## src/rtl/mux4_rr_arbiter_if.sv

```systemverilog
// Shared-channel bundle between four requesters and the round-robin 4:1 arbiter.
// master = requester side, slave = arbiter side.
interface mux4_rr_arbiter_if;
  logic [3:0] req;
  logic [3:0] din;
  logic [3:0] gnt;
  logic [1:0] sel;
  logic       y;
  logic       busy;

  modport master (
    output req,
    output din,
    input  gnt,
    input  sel,
    input  y,
    input  busy
  );

  modport slave (
    input  req,
    input  din,
    output gnt,
    output sel,
    output y,
    output busy
  );
endinterface

```

## src/rtl/mux4_rr_arbiter.sv

```systemverilog
// Round-robin arbiter owning a shared 4:1 mux; one owner at a time, bounded by
// MAX_HOLD cycles, with zero-gap handover to the next requester on release.
module mux4_rr_arbiter #(
  parameter int MAX_HOLD = 8
) (
  input logic             clk,
  input logic             rst_n,
  mux4_rr_arbiter_if.slave bus
);

  typedef enum logic {
    IDLE  = 1'b0,
    GRANT = 1'b1
  } state_t;

  localparam logic [7:0] HOLD_LAST = 8'(MAX_HOLD - 1);

  state_t     state;
  logic [1:0] ptr;
  logic [7:0] hold_cnt;
  logic [3:0] gnt_q;
  logic [1:0] sel_q;
  logic       busy_q;

  logic [1:0] search_start;
  logic [1:0] winner;
  logic       release_now;

  // First asserted request at or after start, wrapping modulo 4.
  function automatic logic [1:0] pick(input logic [3:0] r, input logic [1:0] start);
    logic [1:0] idx;
    pick = start;
    for (int k = 3; k >= 0; k--) begin
      idx = start + 2'(k);
      if (r[idx]) pick = idx;
    end
  endfunction

  // While granted, search from the slot after the owner so the owner comes last.
  always_comb begin
    search_start = (state == GRANT) ? sel_q + 2'd1 : ptr;
    winner       = pick(bus.req, search_start);
    release_now  = !bus.req[sel_q] || (hold_cnt == HOLD_LAST);
  end

  always_ff @(posedge clk or negedge rst_n) begin
    if (!rst_n) begin
      state    <= IDLE;
      ptr      <= 2'd0;
      hold_cnt <= 8'd0;
      gnt_q    <= 4'b0000;
      sel_q    <= 2'd0;
      busy_q   <= 1'b0;
    end else if (state == IDLE) begin
      if (|bus.req) begin
        state    <= GRANT;
        gnt_q    <= 4'b0001 << winner;
        sel_q    <= winner;
        busy_q   <= 1'b1;
        hold_cnt <= 8'd0;
      end else begin
        gnt_q  <= 4'b0000;
        busy_q <= 1'b0;
      end
    end else begin
      if (release_now) begin
        ptr      <= sel_q + 2'd1;
        hold_cnt <= 8'd0;
        if (|bus.req) begin
          gnt_q <= 4'b0001 << winner;
          sel_q <= winner;
        end else begin
          state  <= IDLE;
          gnt_q  <= 4'b0000;
          busy_q <= 1'b0;
        end
      end else begin
        hold_cnt <= hold_cnt + 8'd1;
      end
    end
  end

  assign bus.gnt  = gnt_q;
  assign bus.sel  = sel_q;
  assign bus.busy = busy_q;
  assign bus.y    = busy_q & bus.din[sel_q];

endmodule

```

## src/flat_wrapper.sv

```systemverilog
// flat-port wrapper written by rule: the top's interface ports become plain ports
module mux4_rr_arbiter_flat 
#(
  parameter int MAX_HOLD = 8
)
  (clk, rst_n, bus_req, bus_din, bus_gnt, bus_sel, bus_y, bus_busy);
  mux4_rr_arbiter_if bus_i ();
  input logic clk;
  input logic rst_n;
  input wire logic [$bits(bus_i.req)-1:0] bus_req;
  input wire logic [$bits(bus_i.din)-1:0] bus_din;
  output wire logic [$bits(bus_i.gnt)-1:0] bus_gnt;
  output wire logic [$bits(bus_i.sel)-1:0] bus_sel;
  output wire logic [$bits(bus_i.y)-1:0] bus_y;
  output wire logic [$bits(bus_i.busy)-1:0] bus_busy;
  assign bus_i.req = bus_req;
  assign bus_i.din = bus_din;
  assign bus_gnt = bus_i.gnt;
  assign bus_sel = bus_i.sel;
  assign bus_y = bus_i.y;
  assign bus_busy = bus_i.busy;
  mux4_rr_arbiter #(.MAX_HOLD(MAX_HOLD)) u_core (.clk(clk), .rst_n(rst_n), .bus(bus_i));
endmodule
```

## config.mk

```make
export PLATFORM = sky130hd
export DESIGN_NAME = mux4_rr_arbiter_flat
export DESIGN_NICKNAME = d
export VERILOG_FILES = /design/src/rtl/mux4_rr_arbiter_if.sv /design/src/rtl/mux4_rr_arbiter.sv /design/src/flat_wrapper.sv
export SDC_FILE = /design/constraint.sdc
export NUM_CORES = 1
export LEC_CHECK = 0
export ABC_AREA = 1
export CORE_MARGIN = 1.5
export CORE_UTILIZATION = 62
export CTS_BUF_LIST = sky130_fd_sc_hd__clkbuf_8 sky130_fd_sc_hd__clkbuf_16
export DETAILED_ROUTE_END_ITERATION = 16
export DONT_BUFFER_PORTS = 1
export PLACE_DENSITY_LB_ADDON = 0.08
export SETUP_SLACK_MARGIN = 0.5
export SLEW_MARGIN = 20
export SYNTH_ARGS = -nofsm -noshare
export SYNTH_HDL_FRONTEND = slang
export SYNTH_SLANG_ARGS = --single-unit
export TNS_END_PERCENT = 100
```

## constraint.sdc

```tcl
create_clock -name clk -period 1.96 [get_ports clk]
set_clock_uncertainty 0.1 [all_clocks]
set_input_delay 0.392 -clock clk [delete_from_list [all_inputs] [get_ports clk]]
set_output_delay 0.392 -clock clk [all_outputs]
set_load 0.02 [all_outputs]
```

After elaboration in Yosys (flattened, before gate mapping) --
Cells that the tools add are included.
Operators by class: bitwise gates (word level) 1, $add $sub $neg 5, mux-type cells 32, multiply operators 0, equality and inequality tests 3, shift-type cells 1, divide/modulo/power cells 0, reduce and logical (&&, ||, !) cells 6, order comparisons 5
Operator list (count):
- $mux 8 | 3
- $mux 2 | 8
- $lt 2x3->1 const B | 5
- $bmux 1 s2 | 6
- $mux 1 | 12
- $mux 4 | 3
- $add 8x1->8 const B | 1
- $eq 8x3->1 const B | 1
- $add 2x1->2 const B | 2
- $add 2x2->2 const B | 2
- $ne 2x2->1 const B | 2
- $reduce_and 2->1 | 2
- $reduce_or 4->1 | 1
- $shl 1x2->4 const A | 1
- $reduce_bool 2->1 | 1
- $and 1x1->1 | 1
- $logic_not 1->1 | 1
- $logic_or 1x1->1 | 1
Word-level totals: ROM bits 0, register bits after elaboration 18, logic and storage cells 59, bits in writable memories 0, input port bits 10, output and inout port bits 8, memories 0, bits in latches 0

Depth between registers and ports, before layout --
word-level depth 13, depth in mapped cells 15

Worst setup path after synthesis --
OpenSTA, ideal clock, no wires.
path type register to output, start register u_core.sel_q[0] (netlist: u_core.bus.sel[0]), end output bus_y, cell stages (with the launch flop) 7, arrival time 1342 ps, setup slack 126 ps, path through dfrtp_1 -> buf_6 -> inv_6 -> nor2_1 -> nor2_1 -> o21ai_0 -> a21boi_0
On the way: longest elaborated chain between the ends 3
Ends and longest elaborated chain:
- start, declared | line mux4_rr_arbiter.sv:22 | logic [1:0] sel_q;
- start signal, assigned | line mux4_rr_arbiter.sv:58 | sel_q <= winner;
- start signal, assigned | line mux4_rr_arbiter.sv:71 | sel_q <= winner;
- $bmux 1 s2 | line mux4_rr_arbiter.sv:86 | assign bus.y = busy_q & bus.din[sel_q];
- $mux 1 (implied by the code) | line mux4_rr_arbiter.sv:86
- $and 1x1->1 | line mux4_rr_arbiter.sv:86
- end, declared | line flat_wrapper.sv:14 | output wire logic [$bits(bus_i.y)-1:0] bus_y;
Every way passes these cells. The select of a mux whose other input is x is not followed.

Worst setup path in the final report --
start register u_core.sel_q[0] (netlist: u_core.bus.sel[0]), end register u_core.sel_q[0] (netlist: u_core.bus.sel[0])
On the way: longest elaborated chain between the ends 12, elaborated cells on any way between the ends 25, those cells by class add/sub: 4; eq/ne: 1; mux: 18; reduce/logical: 2
Ends and longest elaborated chain:
- $add 2x1->2 | line mux4_rr_arbiter.sv:41 | search_start = (state == GRANT) ? sel_q + 2'd1 : ptr;
- $mux 2 | line mux4_rr_arbiter.sv:41
- $add 2x2->2 | line mux4_rr_arbiter.sv:34 | idx = start + 2'(k);
- $bmux 1 s2 | line mux4_rr_arbiter.sv:35 | if (r[idx]) pick = idx;
- $mux 1 (implied by the code) | line mux4_rr_arbiter.sv:35
- $mux 2 (4 in series) | line mux4_rr_arbiter.sv:35
- $mux 2 | line mux4_rr_arbiter.sv:55, mux4_rr_arbiter.sv:69
- $mux 2 | line mux4_rr_arbiter.sv:66 | if (release_now) begin
- $mux 2 | line mux4_rr_arbiter.sv:54 | end else if (state == IDLE) begin
Parallel ways exist; a longest one is shown, timed or not. The select of a mux whose other input is x is not followed. A chain may end at the register's enable or synchronous reset.

==> metrics.yaml <==
run_status:
  status: "complete, but fails checks"
  failed_checks: "setup timing"
power_and_ir_drop:
  p_sw_share_pct: 51.40
  p_total_mw: 2.854
  seq_power_share_pct: 24.0
  p_leak_nw: 0.7826
  switchingPower_mw: 1.467
  pwr-share-comb_pct: 65.0
  power_density_nw_per_um2: 1779
  peakVddDrop_mv: 1.146
  intPower_mw: 1.387
  pwr-share-clk_pct: 11.1
timing:
  fin_crit_sh_pct: 103.1
  fmax_mhz: 495.1
  slew_viol_final: 0
  timing.final.crit_period_ns: 2.020
  setup_viol: 6
  worst_slew_pin_slew_ns: 0.8641
  hold_viol: 0
  rsz0062_at_grt: "yes"
  final_critical_path_setup_slack_ns: -0.05994
  relSlewSlack_pct: 42.39
worst_setup_path:
  cp_data_arrival_time_ns: 2.07
  reg2reg_depth: 13
  start_kind: "register"
  critical_path_class: "register to register"
  cp_slowest_cell: "dfrtp_2"
  worst-r2r-setup-slack_ns: -0.06
  cpPeakStageDelay_ns: 0.57
  path_common_cell: "nand2_2"
  path_cells: "inv_6 > buf_4 > nand2_4 > nand2_4 > nand2_4 > nand2_2 > nand2_2 > nand3_2 > nand2_2 > nand2_1 > nand2_2 > nand3_2 > o21a_1"
  crit_required_ns: 2.01
  crit_path_end_kind: "register"
  critPathMaxFanout: 7
placed_design:
  gp_congestion: 0.8517
  place_area_um2: 1267
  port_buffers: 0
  dp.cells: 191
  place_hpwl_um: 1900
yosys:
  synth_top_area_share_pct: 36.70
  postSynthRegisterBits: 18
  ys_async_sr_fraction_pct: 100.0
  ys.flop_type: "dfrtp_1"
  synth-warning-count: 0
  synth_edf_count: 0
  synth_area_um2: 1227
  synth.distinct_cells: 30
  synth_largest_area_cell: "dfrtp_1"
  synthTopCellsByCount: "nand2_1, inv_1, dfrtp_1"
  synth_cells: 166
  syn_avg_cell_area_um2: 7.394
  yosysMostFrequentCell: "nand2_1"
  synthTopCellsByArea: "dfrtp_1, nand2_1, inv_1"
  synth_fp_nets: 177
  ys_seq_area_share_pct: 36.70
clock_tree:
  cts-root-buf: "clkbuf_8"
  clock-sinks: 18
  numCtsBuffers: 3
  path_clk_slew_ns: 0.08
  cts_buffer_depth: 2
  clk_latency_ns: 0.26
  htreeDepth: 1
  cts_tree: "yes"
min_path:
  min_path_type: "input port to asynchronous set/reset pin"
routing:
  vias_per_cell: 6.454
  routed_wl_um: 3960
  routedWlPerCell_um: 19.13
  drtIter0Drc: 65
  vias: 1336
  drc: 0
  firstDrtPassIters: 13
  postRouteAntennaNets: 0
floorplanning:
  num_rows: 15
  io_pins: 18
  die_y_um: 47.50
  fp.dieW_um: 47.50
  initial_core_util_pct: 68.84
  core_um2: 1783
  die-area_um2: 2256
cells_and_area:
  drive_above_1_share_pct: 42.31
  finalNetCount: 194
  fin_cells: 207
  syn2layout_area_growth_pct: 30.68
  postLayoutCellArea_um2: 1604
  diodes: 0
grt:
  grt_pass1_wl_um: 5402
  grt_max_degree: 19
  grt_use_total_pct: 34.74
  grt_pass1_vias: 1199
  overflow: 0
  antenna_found_initial: 0
run:
  drv_cap: 0
-- flip-flops by register name, summed over array words and instances (netlist names) --
| signal | cells |
|---|---|
| u_core.ptr | 2 |
| u_core.bus.busy | 1 |
| u_core.state | 1 |
| u_core.hold_cnt | 8 |
| u_core.bus.sel | 2 |
| u_core.bus.gnt | 4 |
-- metrics by stage --
step	setup slack (ns)	util, %	setup TNS, ns	hold WS, ns
2_1_floorplan	0.3356	-	0	-0.003591
3_3_place_gp	0.2214	71.09	0	-0.003253
3_5_place_dp	0.1920	71.09	0	-0.003241
4_1_cts	0.1158	86.53	0	0.3064
5_1_grt	-0.1311	89.96	-0.6780	0.2602
6_report	-0.05994	89.96	-0.2034	0.2087
-- kinds of logic (layout without fill, tap and decap cells) --
| family | count (synthesis) | after routing | synth area share (%) |
|---|---|---|---|
| AO/OA/AOI/OAI | 25 | 25 | 12.64 |
| AND/OR/NAND/NOR | 94 | 94 | 38.02 |
| flip-flops | 18 | 18 | 36.70 |
| buffers and inverters | 25 | 41 | 9.480 |
| adder cells (fa/ha/maj) | 1 | 1 | 1.019 |
| XOR/XNOR | 3 | 3 | 2.141 |
-- worst max-delay path: cells and delay by family, from the launching register on --
kind / cells / cell delay (ns)
compound gates: 1 / 0.12
buf+inv: 2 / 0.23
simple gates: 10 / 0.87
flops: 1 / 0.57
-- layer usage --
metal	track usage [%]	vias up	share of wire [%]
li1	-	572	-
met2	56.76	112	45
met3	9.057	31	11
met5	0	-	0
met4	18.89	0	6.4
met1	41.55	621	37
-- power by group through the flow --
stage                     clock network [mW]  logic (mW)  registers (mW)
final                                  0.317        1.85           0.684
after global routing                   0.331        1.98           0.698
after CTS                              0.308        1.56           0.669
after detailed placement                   0        1.14           0.675
after global placement                     0        1.11           0.671
after floorplan                            0        1.01           0.621
-- cell usage in the layout, fill, tap and decap left out, types with 2 or more instances in the layout --
cell type / instances
nand2_4: 8
nand3_1: 7
a31oi_1: 2
a21oi_2: 2
nor3_1: 3
clkbuf_8: 4
inv_1: 18
nor2_1: 7
inv_4: 2
o21a_1: 2
nand3_2: 8
inv_2: 2
xor2_1: 3
dfrtp_2: 3
buf_4: 8
nand4_1: 2
o21ai_2: 3
dfrtp_1: 15
o21ai_1: 6
nand2_2: 20
buf_6: 4
o22ai_2: 3
nand2_1: 35
-- area by class of cell --
cell class,instances,area (um2)
clock buffer,4,55.05
sequential,18,454.2
fill,69,178.9
multi-input combinational,123,829.5
tap,25,31.28
timing repair buffer,14,137.6
inverter,23,96.34
-- worst paths after layout --
| kind | end | startpoint |
|---|---|---|
| setup reg to reg | u_core.bus.sel[0] | u_core.bus.sel[0] |
| max in group asynchronous | u_core.state | rst_n |
| hold reg to reg | u_core.hold_cnt[0] | u_core.hold_cnt[0] |
| min in group clk | u_core.state | bus_req[3] |
| hold / removal | u_core.bus.gnt[0] | rst_n |
| setup / recovery | u_core.bus.sel[0] | u_core.bus.sel[0] |
-- repair_timing --
action | CTS | global route
resized for setup | 39 | 11
hold endpoints to repair | 18 | 0
setup buffers | 8 | 3
hold buffers | 1 | 0
pin swaps | 7 | 1
setup endpoints to repair | 17 | 20
Note: power is estimated with default switching activity, not from simulation.
